### src/rtl/vend_coin_sched.sv
// vend_coin_sched: round-robin scheduler sharing the vending FSM money input among N_SLOTS coin acceptors
// Each slot has a 1-entry buffer; coins are issued as 1-cycle pulses separated by GAP_CYCLES idle cycles.
module vend_coin_sched #(
    parameter int N_SLOTS    = 4,
    parameter int GAP_CYCLES = 1,
    parameter int CNT_W      = 16
) (
    input  logic                   clk,
    input  logic                   rst,
    input  logic                   en,
    input  logic [N_SLOTS-1:0]     coin_valid,
    input  logic [2*N_SLOTS-1:0]   coin_code,
    output logic [N_SLOTS-1:0]     coin_ready,
    input  logic [2:0]             vm_state,
    output logic [2:0]             money,
    output logic [N_SLOTS-1:0]     grant_slot,
    output logic                   bad_coin,
    output logic [CNT_W-1:0]       coins_issued,
    output logic                   busy
);
    localparam int PW = $clog2(N_SLOTS);
    localparam logic [2:0] RET_CHANGE = 3'b101;
    typedef enum logic {IDLE, GAP} state_t;
    state_t state, state_nx;
    logic [N_SLOTS-1:0] full, accept, nz, load, win_oh;
    logic [2*N_SLOTS-1:0] buf_code;
    logic [PW-1:0] rr, win;
    logic [3:0] gap_cnt;
    logic found, issue;
    for (genvar i = 0; i < N_SLOTS; i++) begin : g_nz
        assign nz[i] = |coin_code[2*i +: 2];
    end
    assign coin_ready = ~full;
    assign accept = coin_valid & coin_ready;
    assign load = accept & nz;
    assign busy = |full | (state != IDLE);
    // first full slot at or after rr, wrapping to the lowest full slot below rr
    always_comb begin
        win = '0;
        found = 1'b0;
        for (int i = 0; i < N_SLOTS; i++)
            if (!found && full[i] && PW'(i) >= rr) begin
                win = PW'(i);
                found = 1'b1;
            end
        for (int i = 0; i < N_SLOTS; i++)
            if (!found && full[i]) begin
                win = PW'(i);
                found = 1'b1;
            end
    end
    always_ff @(posedge clk) state <= rst ? IDLE : state_nx;
    always_comb state_nx = (state == IDLE) ? (issue ? GAP : IDLE) : (gap_cnt == 4'd1 ? IDLE : GAP);
    always_comb begin
        issue = (state == IDLE) && en && (vm_state != RET_CHANGE) && found;
        win_oh = issue ? N_SLOTS'(1) << win : '0;
    end
    always_ff @(posedge clk) begin
        if (rst) begin
            full <= '0;
            buf_code <= '0;
            rr <= '0;
            gap_cnt <= '0;
            money <= '0;
            grant_slot <= '0;
            bad_coin <= 1'b0;
            coins_issued <= '0;
        end else begin
            full <= (full & ~win_oh) | load;
            for (int i = 0; i < N_SLOTS; i++)
                if (load[i]) buf_code[2*i +: 2] <= coin_code[2*i +: 2];
            bad_coin <= |(accept & ~nz);
            money <= issue ? {1'b0, buf_code[{win, 1'b0} +: 2]} : 3'b000;
            grant_slot <= win_oh;
            if (issue) begin
                rr <= (win == PW'(N_SLOTS - 1)) ? '0 : win + 1'b1;
                coins_issued <= &coins_issued ? coins_issued : coins_issued + 1'b1;
                gap_cnt <= 4'(GAP_CYCLES);
            end else if (state == GAP) begin
                gap_cnt <= gap_cnt - 1'b1;
            end
        end
    end
endmodule

### config.mk
export PLATFORM = sky130hd
export DESIGN_NAME = vend_coin_sched
export DESIGN_NICKNAME = d
export VERILOG_FILES = /design/src/rtl/vend_coin_sched.sv
export SDC_FILE = /design/constraint.sdc
export NUM_CORES = 1
export LEC_CHECK = 0
export ABC_AREA = 1
export BUFFER_PORTS_ARGS = -buffer_cell sky130_fd_sc_hd__buf_2
export CORE_ASPECT_RATIO = 0.75
export CORE_MARGIN = 1
export CORE_UTILIZATION = 49
export DETAILED_ROUTE_END_ITERATION = 8
export GPL_ROUTABILITY_DRIVEN = 0
export GPL_TIMING_DRIVEN = 0
export PLACE_DENSITY = 0.8
export SETUP_SLACK_MARGIN = 0.05
export SKIP_CTS_REPAIR_TIMING = 1
export SLEW_MARGIN = 5
export SYNTH_ARGS = -nofsm -noshare
export SYNTH_HDL_FRONTEND = slang
export SYNTH_SLANG_ARGS = --single-unit
### constraint.sdc
create_clock -name clk -period 1.6 [get_ports clk]
set_input_delay 0.32 -clock clk [delete_from_list [all_inputs] [get_ports clk]]
set_output_delay 0.32 -clock clk [all_outputs]
set_load 0.05 [all_outputs]
Word level (Yosys, flattened, before mapping). Cells that the tools add are included. Widths: inputs -> output; s select.

Register bits: 43. Input port bits: 18. Output and inout port bits: 29.

Add/subtract/negate cells: 3. Magnitude comparators: 4. Equal/unequal tests: 3. Shift-type cells: 2. Muxes and demuxes: 22. Bitwise operators: 12. Reduce and logical (&&, ||, !) cells: 32.

Operators by type and width (count): $add 16x1->16 const B (1); $and 4x4->4 (4); $reduce_and 16->1 (1); $logic_and 1x1->1 (14); $mux 1 (14); $mux 2 (7); $not 4->4 (3); $reduce_or 2->1 (6); $reduce_or 4->1 (2); $shiftx 8x4->2 (1); $logic_not 1->1 (7); $eq 4x1->1 const B (1); $ge 1x2->1 const A (2); $ge 2x2->1 const A (2); $mux 4 (1); $or 4x4->4 (1); $shl 1x2->4 const A (1); $sub 4x1->4 const B (1); $ne 3x3->1 const B (1); $not 1->1 (3); $add 2x1->2 const B (1); $eq 2x2->1 const B (1); $reduce_and 2->1 (1); $reduce_bool 2->1 (1); $or 1x1->1 (1).

Longest topological paths before layout. Gate-level depths: netlist of the first run.

Depth after elaboration: 32. Mapped depth: 10. Gate-level depth less buffers: 10.

Worst setup path before layout of the first run. Ideal clock, no wire load.

Kind: register to register. Start point: register coins_issued[1]. End point: register coins_issued[15]. Setup time: 0.132 ns. Arrival time: 1.845 ns. Required time: 1.468 ns. Path slack: -0.378 ns. Stages on the path, launching flop included: 10. Buffers on the path: 1. Period minus slack after synthesis: 1.978 ns. Cell sequence: dfxtp_1 > ha_1 > nand3_2 > nor3_4 > nand3_2 > nand2_4 > inv_2 > buf_6 > nand2_1 > a21oi_1.

Longest elaborated chain between the ends: 3. Elaborated cells on any way between the ends: 4. Classes of those cells: add/sub (1); bitwise (1); reduce/logical (2).

Ends and longest elaborated chain: start: declaration (RTL line 18) `output logic [CNT_W-1:0] coins_issued,`; start signal: assignment (RTL line 77) `coins_issued <= &coins_issued ? coins_issued : coins_issued + 1'b1;`; parallel branches: the longest is 3 deep, another holds $add 16x1->16.

Several ways; the timed one is not identified. A chain may end at the register's enable or synchronous reset.

Worst setup path after layout of the first run.
Start point: register coins_issued[1]. End point: register coins_issued[5].

The elaborated chain is that of the path after synthesis.

==> metrics, run 1 <==
cells after synthesis approximately 310; post-route cell area around 3000 um2; Tightest Pin Transition between 500 and 600 ps; DRC errors left 0; CP Data Required Time 1760 ps; Sw Share 31.1%; Critical Path AT 1760 ps; CTS tree yes; Worst Setup End Kind flop; Internal Power ~2.1 mW; Hold Crit Class in2reg; Mapped Nets roughly 340; final hold vios 0; sequential power share 39.3%; Worst-Skew Late Latency between 200 and 300 ps; die height 59.5 um; via count approximately 2300; Max Cap Viol 0; Placed Area 2560 um2; FF+latch count, synth 42; area fraction of the dominant cell type after synthesis 38.9%; critical path endpoint coins_issued[5]; Net Switching 936 uW; die width between 70 and 80 um; row count 20; DPL Wire Length ~3.9 mm; Highest Clock Rate between 600 and 700 MHz; Worst Path Class, Setup reg2reg; multi-input logic area 1290 um2; mean area per synthesized cell 6.91 um2; routed len/inst approximately 13 um; R2R cell count 9; Initial Util a little over half; register area 880 um2; fillers ~320; H-Tree Depth 2; CP startpoint kind flop; Hold Path Origin coin_code[5]; crit-path max FO 7; Pleak 1.28 nW; distinct cell type count after synthesis 28; status finished with violations; clock period minus worst slack 1600 ps; largest cells by area after synthesis dfxtp_1 (39%), nand2_1 (15%), a21oi_1 (8.6%); Clock Sinks 42; Logic pwr share between 20% and 30%; register area share after synthesis 38.9%; pre-CTS setup slack -89.4 ps; drt first pass iters 4; Clk network pwr share a little over a third; Antenna diodes 0; Worst Setup SP coins_issued[1]; Critical R2R Capture coins_issued[5]; RSZ-0062 raised after global routing true; failing checks negative setup slack; Tcrit/Tclk final 100%; first-pass GRT wire length between 8 and 9 mm; TNS Setup -2.09 ps; Via density about 5.1; GRT Util Overall between 20% and 30%; share of cells above drive strength 1 around a third; largest net degree at the start of global routing 14; Area Overhead vs Synth 36.9%; total chip power approximately 3.0 mW; area leader, netlist dfxtp_1; Post-Syn Area between 2000 and 2500 um2; Max clock buf depth 2; RR Startpoint coins_issued[1]; PortBufs between 40 and 50; Setup WS post-layout -1.55 ps; num ports 47; CTS Root Cell clkbuf_8; Routed Antenna Nets 0; fin nets ~400; die area 4680 um2; skew final roughly 6.7 ps; YS warnings 0; gr ovfl total 0; Final Slew Violations 0; P per Cell Area just over 1000 nW/um2; R2R Setup Slk -2 ps; number of global-route vias before repair about 1800; Core ar. approximately 4100 um2; drt total wl approximately 5.8 mm; Max rail drop VDD 0.577 mV; Rel. slew slack 60.8%; CTS Buf Count 5; antenna violations before repair 0; Initial DRC Count approximately 150; final setup fails 2; clk slew on worst S/H paths approximately 80 ps
## cells by family after synthesis
family | synth area share, %
buffers and inverters | 8.56
AOI/OAI and AO/OA | 11.9
xor gates and xnor gates | 4.86
DFF | 38.9
and+or+nand+nor | 31.6
other | 0.173
adders and majority gates | 4.05
## worst min path at each step
stage / endpoint / slack [ps] / cells past startpoint
floorplan: buf_code[6] / 430 / 2
global placement: buf_code[7] / 450 / 2
detailed placement: buf_code[4] / 450 / 2
CTS: buf_code[5] / 320 / 3
global route: buf_code[1] / 330 / 3
finish: buf_code[5] / 320 / 3
## cell type report
class	instances	share of cell area (%)
flip-flops and latches	42	29.7
clock inverters	2	2.03
clock buffers	6	2.79
inverters	36	5.16
plain buffers	7	1.90
repair buffers	62	12.5
multi-input cells	228	43.6
well taps	55	2.32
## critical path: stages (launching register included)
cell and delay (ps):
dfxtp_4 390, ha_4 170, nand3_4 100, nor3_4 210, nand3_2 120, nand2_4 150
inv_6 60, clkbuf_16 150, nand2_1 50, a21oi_1 50
## cell usage in the layout, fill, tap and decap left out, types with 3 or more instances in the layout
cell,count
clkbuf_8,6
nand3b_1,3
dfxtp_4,6
xor2_1,9
nor2_2,5
ha_1,4
o21ai_0,8
buf_4,16
nand2_4,3
nand3_1,19
dfxtp_2,13
dfxtp_1,23
nor2_1,30
a21oi_1,33
buf_2,45
inv_2,4
xnor2_1,3
o21ai_2,3
nand2_2,7
nand2_1,76
nor3_1,3
nand4_1,3
inv_1,27
ha_4,3
## Yosys cell counts, drive strengths merged
cell type / instances
nor2: 37
nand3: 22
nand2: 86
ha: 7
o21ai: 13
or2: 1
conb: 1
inv: 36
dfxtp: 42
nand4: 3
a21oi: 37
clkbuf: 2
xor2: 9
buf: 5
nand3b: 3
nor3: 5
xnor2: 3
a31oi: 1
## per-layer routing
layer  track usage, %  part of all wire (%)  vias up
li1                 -                     -     1135
met2             35.5                    45       77
met1             33.9                    46     1033
met3             5.08                   7.3        8
met5                0                     0        -
met4             7.41                   1.2        0
## state kept, by name (all words and copies together) (netlist names)
name          flops
coins_issued     16
buf_code          8
full              4
gap_cnt           4
grant_slot        4
money             2
rr                2
bad_coin          1
state             1
## power by group through the flow
stage | registers (mW) | logic [mW] | clock network [mW]
global placement | 1.19 | 0.604 | 0
CTS | 1.17 | 0.624 | 1.05
global route | 1.19 | 0.853 | 1.10
floorplan | 1.24 | 0.418 | 0
finish | 1.18 | 0.784 | 1.04
detailed placement | 1.19 | 0.618 | 0
## stage by stage
step           hold slack [ps]  util, %  instances
2_1_floorplan              434        -        313
3_3_place_gp               445     62.1        413
3_5_place_dp               451     62.1        413
4_1_cts                    316     65.5        421
5_1_grt                    329     71.7        438
6_report                   317     71.7        438
(Power assumes the default switching activity.)
==> run 2: changes to the inputs <==
- CORE_UTILIZATION: 49 -> 54
- PLACE_DENSITY: 0.8 -> 0.83
- clock period: 1.6 -> 1.8 ns (I/O delays scaled with it)
==> run 2 against run 1 <==
- the run now ends clean
- non-clock buffer count down 8
- final area down 9.8%
- clock power decreased by 43%
- die area decreased by 9.0%
- clock skew fell by 0.67 ps
- register-to-register slack better by 110 ps
- total power is 27% lower
- sequential cell count is the same
- critical endpoint is now busy
==> metrics, run 2 (synthesis gave the netlist of run 1 again) <==
status finished clean (was finished with violations); gr ovfl total 0 (unchanged); Max Cap Viol 0 (unchanged); die height 56.8 um (was 59.5 um); antenna violations before repair 0 (unchanged); Worst Setup SP full[2] (was coins_issued[1]); RSZ-0062 raised after global routing true (unchanged); DRC errors left 0 (unchanged); final hold vios 0 (unchanged); clock period minus worst slack between 1500 and 2000 ps; crit-path max FO 5 (was 7); Critical Path AT 1340 ps (was 1760 ps); Final Slew Violations 0 (unchanged); die area 4260 um2 (was 4680 um2); drt total wl 5.12 mm (was 5.75 mm); routed len/inst 12.1 um (was 13.1 um); fin nets 399 (was 407); crit-path cells clkinvlp_4 > buf_4 > nand4_1 > buf_2 (was ha_4 > nand3_4 > nor3_4 > nand3_2 > nand2_4 > inv_6 > clkbuf_16 > nand2_1 > a21oi_1); CP startpoint kind flop (unchanged); number of global-route vias before repair 1782 (was 1761); Tcrit/Tclk final 94.4%; Initial Util 57.6% (was 52.4%); Pleak 1.19 nW (was 1.28 nW); Area Overhead vs Synth 23.5% (was 36.9%); row count 19 (was 20); TNS Setup 0 ps (was -2.09 ps); drt first pass iters 4 (unchanged); CTS Buf Count 5 (unchanged); Max rail drop VDD 0.573 mV (was 0.577 mV); Clock Sinks 42 (unchanged); PortBufs 45 (unchanged); RR Startpoint full[3] (was coins_issued[1]); largest net degree at the start of global routing 12 (was 14); most frequent cells in the layout nand2_1 (84), buf_2 (46), a21oi_1 (35), nor2_1 (33), dfxtp_1 (33) (was nand2_1 (76), buf_2 (45), a21oi_1 (33), nor2_1 (30), inv_1 (27)); DPL Wire Length 3.75 mm (was 3.95 mm); Worst-Skew Late Latency 290 ps (about the same); Initial DRC Count 207 (was 154); first-pass GRT wire length 8.02 mm (was 8.42 mm); CTS Root Cell clkbuf_8 (unchanged); die width 75.1 um (was 78.7 um); H-Tree Depth 2 (unchanged); CTS tree yes (unchanged); num ports 47 (unchanged); clk slew on worst S/H paths 70 ps (was 80 ps); Via density 5.12 (was 5.14); Routed Antenna Nets 0 (unchanged); via count 2176 (was 2253); Max stage delay cell, worst path dfxtp_2 (was dfxtp_4); Worst Path Class, Setup reg2out (was reg2reg); Critical R2R Capture full[1] (was coins_issued[5]); Hold Crit Class in2reg (unchanged); Hold WS 367 ps (was 317 ps); R2R Setup Slk 110 ps (was -2 ps); Highest Clock Rate between 500 and 600 MHz; slowest stage delay, CP 400 ps (was 390 ps); Antenna diodes 0 (unchanged); max FFs per register 16 (unchanged); Core ar. 3760 um2 (was 4130 um2); Rel. slew slack 62.3% (was 60.8%); GRT Util Overall 25.1% (was 23.7%); Worst Setup End Kind output pin (was flop); R2R cell count 10 (was 9); register with the most flip-flops coins_issued (unchanged); Max clock buf depth 2 (unchanged); Tightest Pin Transition 566 ps (was 588 ps); critical path endpoint busy (was coins_issued[5]); largest registers coins_issued (16), buf_code (8) (unchanged); final setup fails 0 (was 2); skew final 6.04 ps (was 6.71 ps); commonest non-fill, non-tap cell in the layout nand2_1 (unchanged); CP Data Required Time 1440 ps (was 1760 ps); P per Cell Area 827 nW/um2 (was 1020 nW/um2); share of cells above drive strength 1 25.5% (was 35.2%)
[run 2: cell types whose count changed in the layout (fill, tap and decap cells not counted), moves of 3 or more]
cell	delta
dfxtp_1	+10
nand2_1	+8
dfxtp_2	-7
nand2_2	-7
buf_4	-6
inv_1	+4
dfxtp_4	-3
nor2_1	+3
o21ai_0	+3
[run 2: final cells by class]
cell class | count | area, um2
Clock buffer | 6 | 82.6
Sequential cell | 42 | 860
Inverter | 36 | 139
Buffer | 7 | 50.0
Fill cell | 313 | 1090
Tap cell | 52 | 65.1
Multi-Input combinational cell | 228 | 1180
Timing Repair Buffer | 54 | 293
[run 2: stage by stage]
| step | std cells | total power [mW] | setup WS [ps] | area, um2 | util, % |
|---|---|---|---|---|---|
| final | 425 | 2.21 | 100 | 2670 | 71.1 |
| after global routing | 425 | 2.33 | -43.3 | 2670 | 71.1 |
| after CTS | 416 | 2.15 | -126 | 2550 | 67.9 |
| after detailed placement | 410 | 1.56 | -104 | 2470 | 65.7 |
| after global placement | 410 | 1.54 | 26.0 | 2470 | 65.7 |
| after floorplan | 313 | 1.43 | 52.5 | 2180 | - |
[run 2: power breakdown]
group | internal [mW] | total, mW | leakage [nW] | switching (mW)
registers | 0.989 | 1.04 | 0.347 | 0.0491
logic | 0.192 | 0.574 | 0.800 | 0.382
clock network | 0.296 | 0.596 | 0.0431 | 0.301
[run 2: worst min-delay path by stage]
stage / from / to / cells past startpoint
2_1_floorplan: buf_code[6] / buf_code[6] / 2
3_3_place_gp: buf_code[7] / buf_code[7] / 2
3_5_place_dp: gap_cnt[2] / gap_cnt[2] / 2
4_1_cts: coin_code[1] / buf_code[1] / 3
5_1_grt: coin_code[1] / buf_code[1] / 3
6_report: coin_code[1] / buf_code[1] / 3
[run 2: routing by layer]
metal / vias to the layer above / share of wire [%] / track usage, %
met5: - / 0 / 0
met4: 0 / 1.7 / 7.55
met3: 12 / 8.3 / 5.92
met2: 86 / 42 / 35.4
met1: 964 / 48 / 37.4
li1: 1114 / - / -
[run 2: critical path: cells and delay by family, from the launching register on]
| kind | cells | cell delay, ps |
|---|---|---|
| AND/OR/NAND/NOR | 1 | 80 |
| buffers and inverters | 3 | 570 |
| flip-flops | 1 | 400 |
==> run 3: changes to the inputs <==
- REMOVE_ABC_BUFFERS: unset -> 1
==> run 3 against run 2 <==
- sequential cell count unchanged
- sequential power about the same
- combinational power decreased by 4.7%
- final area decreased by 1.2%
- die area unchanged
- via count decreased by 1.2%
- setup slack improved by 39 ps
- sequential share of layout area decreased by 0.077 points
- wire length decreased by 3.3%
- worst hold slack got worse by 11 ps
- clock skew decreased by 0.59 ps
- critical path type is now reg2reg
==> metrics, run 3 (synthesis gave the netlist of run 1 again) <==
Area Overhead vs Synth 22.0% (was 23.5%); Rel. slew slack 61.6% (was 62.3%); routed len/inst 11.9 um (was 12.1 um); Final Slew Violations 0 (unchanged); slowest stage delay, CP 410 ps (was 400 ps); drt total wl 4.96 mm (was 5.12 mm); fin nets 389 (was 399); register with the most flip-flops coins_issued (unchanged); GRT Util Overall 23.7% (was 25.1%); final setup fails 0 (unchanged); post-layout util 70.2% (was 71.1%); Highest Clock Rate 602 MHz (was 588 MHz); largest registers coins_issued (16), buf_code (8) (unchanged); Worst-Skew Late Latency 290 ps (about the same); Final Non-Filler Cells 417 (was 425); CP most frequent cell nand3_2; Antenna diodes 0 (unchanged); gr ovfl total 0 (unchanged); via count 2149 (was 2176); CTS Root Cell clkbuf_8 (unchanged); H-Tree Depth 2 (unchanged); Tcrit/Tclk final 92.2% (was 94.4%); commonest non-fill, non-tap cell in the layout nand2_1 (unchanged); crit-path max FO 10 (was 5); Setup WS post-layout 140 ps (was 100 ps); P per Cell Area 869 nW/um2 (was 827 nW/um2); CP startpoint kind flop (unchanged); final hold vios 0 (unchanged); number of global-route vias before repair 1676 (was 1782); clk slew on worst S/H paths 80 ps (was 70 ps); Core ar. 3760 um2 (unchanged); Clock Sinks 42 (unchanged); Hold WS 356 ps (was 367 ps); Hold Crit Class in2reg (unchanged); CTS Buf Count 5 (unchanged); die width 75.1 um (unchanged); largest net degree at the start of global routing 32 (was 12); register area 847 um2 (was 860 um2); Max rail drop VDD 0.497 mV (was 0.573 mV); CTS tree yes (unchanged); Worst Path Class, Setup reg2reg (was reg2out); CP Data Required Time 2020 ps (was 1440 ps); skew final 5.46 ps (was 6.04 ps); pre-CTS setup slack -97.6 ps (was -104 ps); die height 56.8 um (unchanged); first-pass GRT wire length 7.51 mm (was 8.02 mm); max FFs per register 16 (unchanged); drt first pass iters 5 (was 4); crit-path cells ha_4 > nand3_2 > nor3_4 > nand3_2 > nand2_8 > buf_4 > nand2_1 > a21oi_1 (was clkinvlp_4 > buf_4 > nand4_1 > buf_2); dpl cells 403 (was 410); num ports 47 (unchanged); PortBufs 45 (unchanged); most frequent cells in the layout nand2_1 (83), buf_2 (45), dfxtp_1 (37), a21oi_1 (35) (was nand2_1 (84), buf_2 (46), a21oi_1 (35), nor2_1 (33), dfxtp_1 (33)); Max stage delay cell, worst path dfxtp_2 (unchanged); fillers 319 (was 313); Max clock buf depth 2 (unchanged); Initial DRC Count 160 (was 207); multi-input logic area 1190 um2 (was 1180 um2); Critical Path AT 1880 ps (was 1340 ps); Worst Setup End Kind flop (was output pin); share of cells above drive strength 1 23.0% (was 25.5%); Tightest Pin Transition 576 ps (was 566 ps); Via density 5.15 (was 5.12); Pleak 1.17 nW (was 1.19 nW); row count 19 (unchanged); Max Cap Viol 0 (unchanged); die area 4260 um2 (unchanged); RSZ-0062 raised after global routing false (was true); Initial Util 57.6% (unchanged); DPL Wire Length 3.48 mm (was 3.75 mm); DRC errors left 0 (unchanged); clock period minus worst slack 1660 ps (was 1700 ps); antenna violations before repair 0 (unchanged); status finished clean (unchanged); Routed Antenna Nets 0 (unchanged)
-- run 3: cell types whose count changed in the layout (fill, tap and decap cells not counted), sizes merged --
cell      change
buf           -8
clkinvlp      -1
inv           +1
-- run 3: critical path, delay by kind of cell, from the launching register on --
kind,cells,cell delay [ps]
adders and majority gates,1,180
and+or+nand+nor,5,700
DFF,1,410
AOI/OAI and AO/OA,1,150
buffers and inverters,1,140
-- run 3: cell type report --
class / count / area share [%]
multi-input combinational: 228 / 45.3
sequential: 42 / 32.1
timing repair buffer: 51 / 10.7
inverter: 36 / 5.22
clock buffer: 8 / 4.17
tap: 52 / 2.47
-- run 3: metrics by stage --
step | total power, mW | setup TNS, ps | area, um2
final | 2.29 | 0 | 2640
after global routing | 2.40 | 0 | 2640
after CTS | 2.22 | -1330 | 2510
after detailed placement | 1.53 | -889 | 2400
after global placement | 1.52 | -101 | 2400
after floorplan | 1.39 | -2110 | 2110
-- run 3: final timing paths --
kind	from	endpoint	slack (ps)	cells after the start
worst max register to register	coins_issued[0]	coins_issued[8]	140	8
worst max-delay path	coins_issued[0]	coins_issued[8]	140	8
worst min-delay path	coin_code[0]	buf_code[0]	360	3
worst min register to register	buf_code[6]	buf_code[6]	470	2
-- run 3: power breakdown --
part           leakage, nW  switching (mW)  internal (mW)
combinational        0.771           0.370          0.176
clock               0.0575           0.317          0.387
sequential           0.344          0.0524          0.988
-- run 3: metal layers --
layer / up-vias / GRT usage (%) / share of wire (%)
li1: 1099 / - / -
met1: 963 / 37.3 / 52
met2: 80 / 31.4 / 42
met3: 7 / 4.49 / 5.8
met4: 0 / 8.09 / 1.1
met5: - / 0 / 0
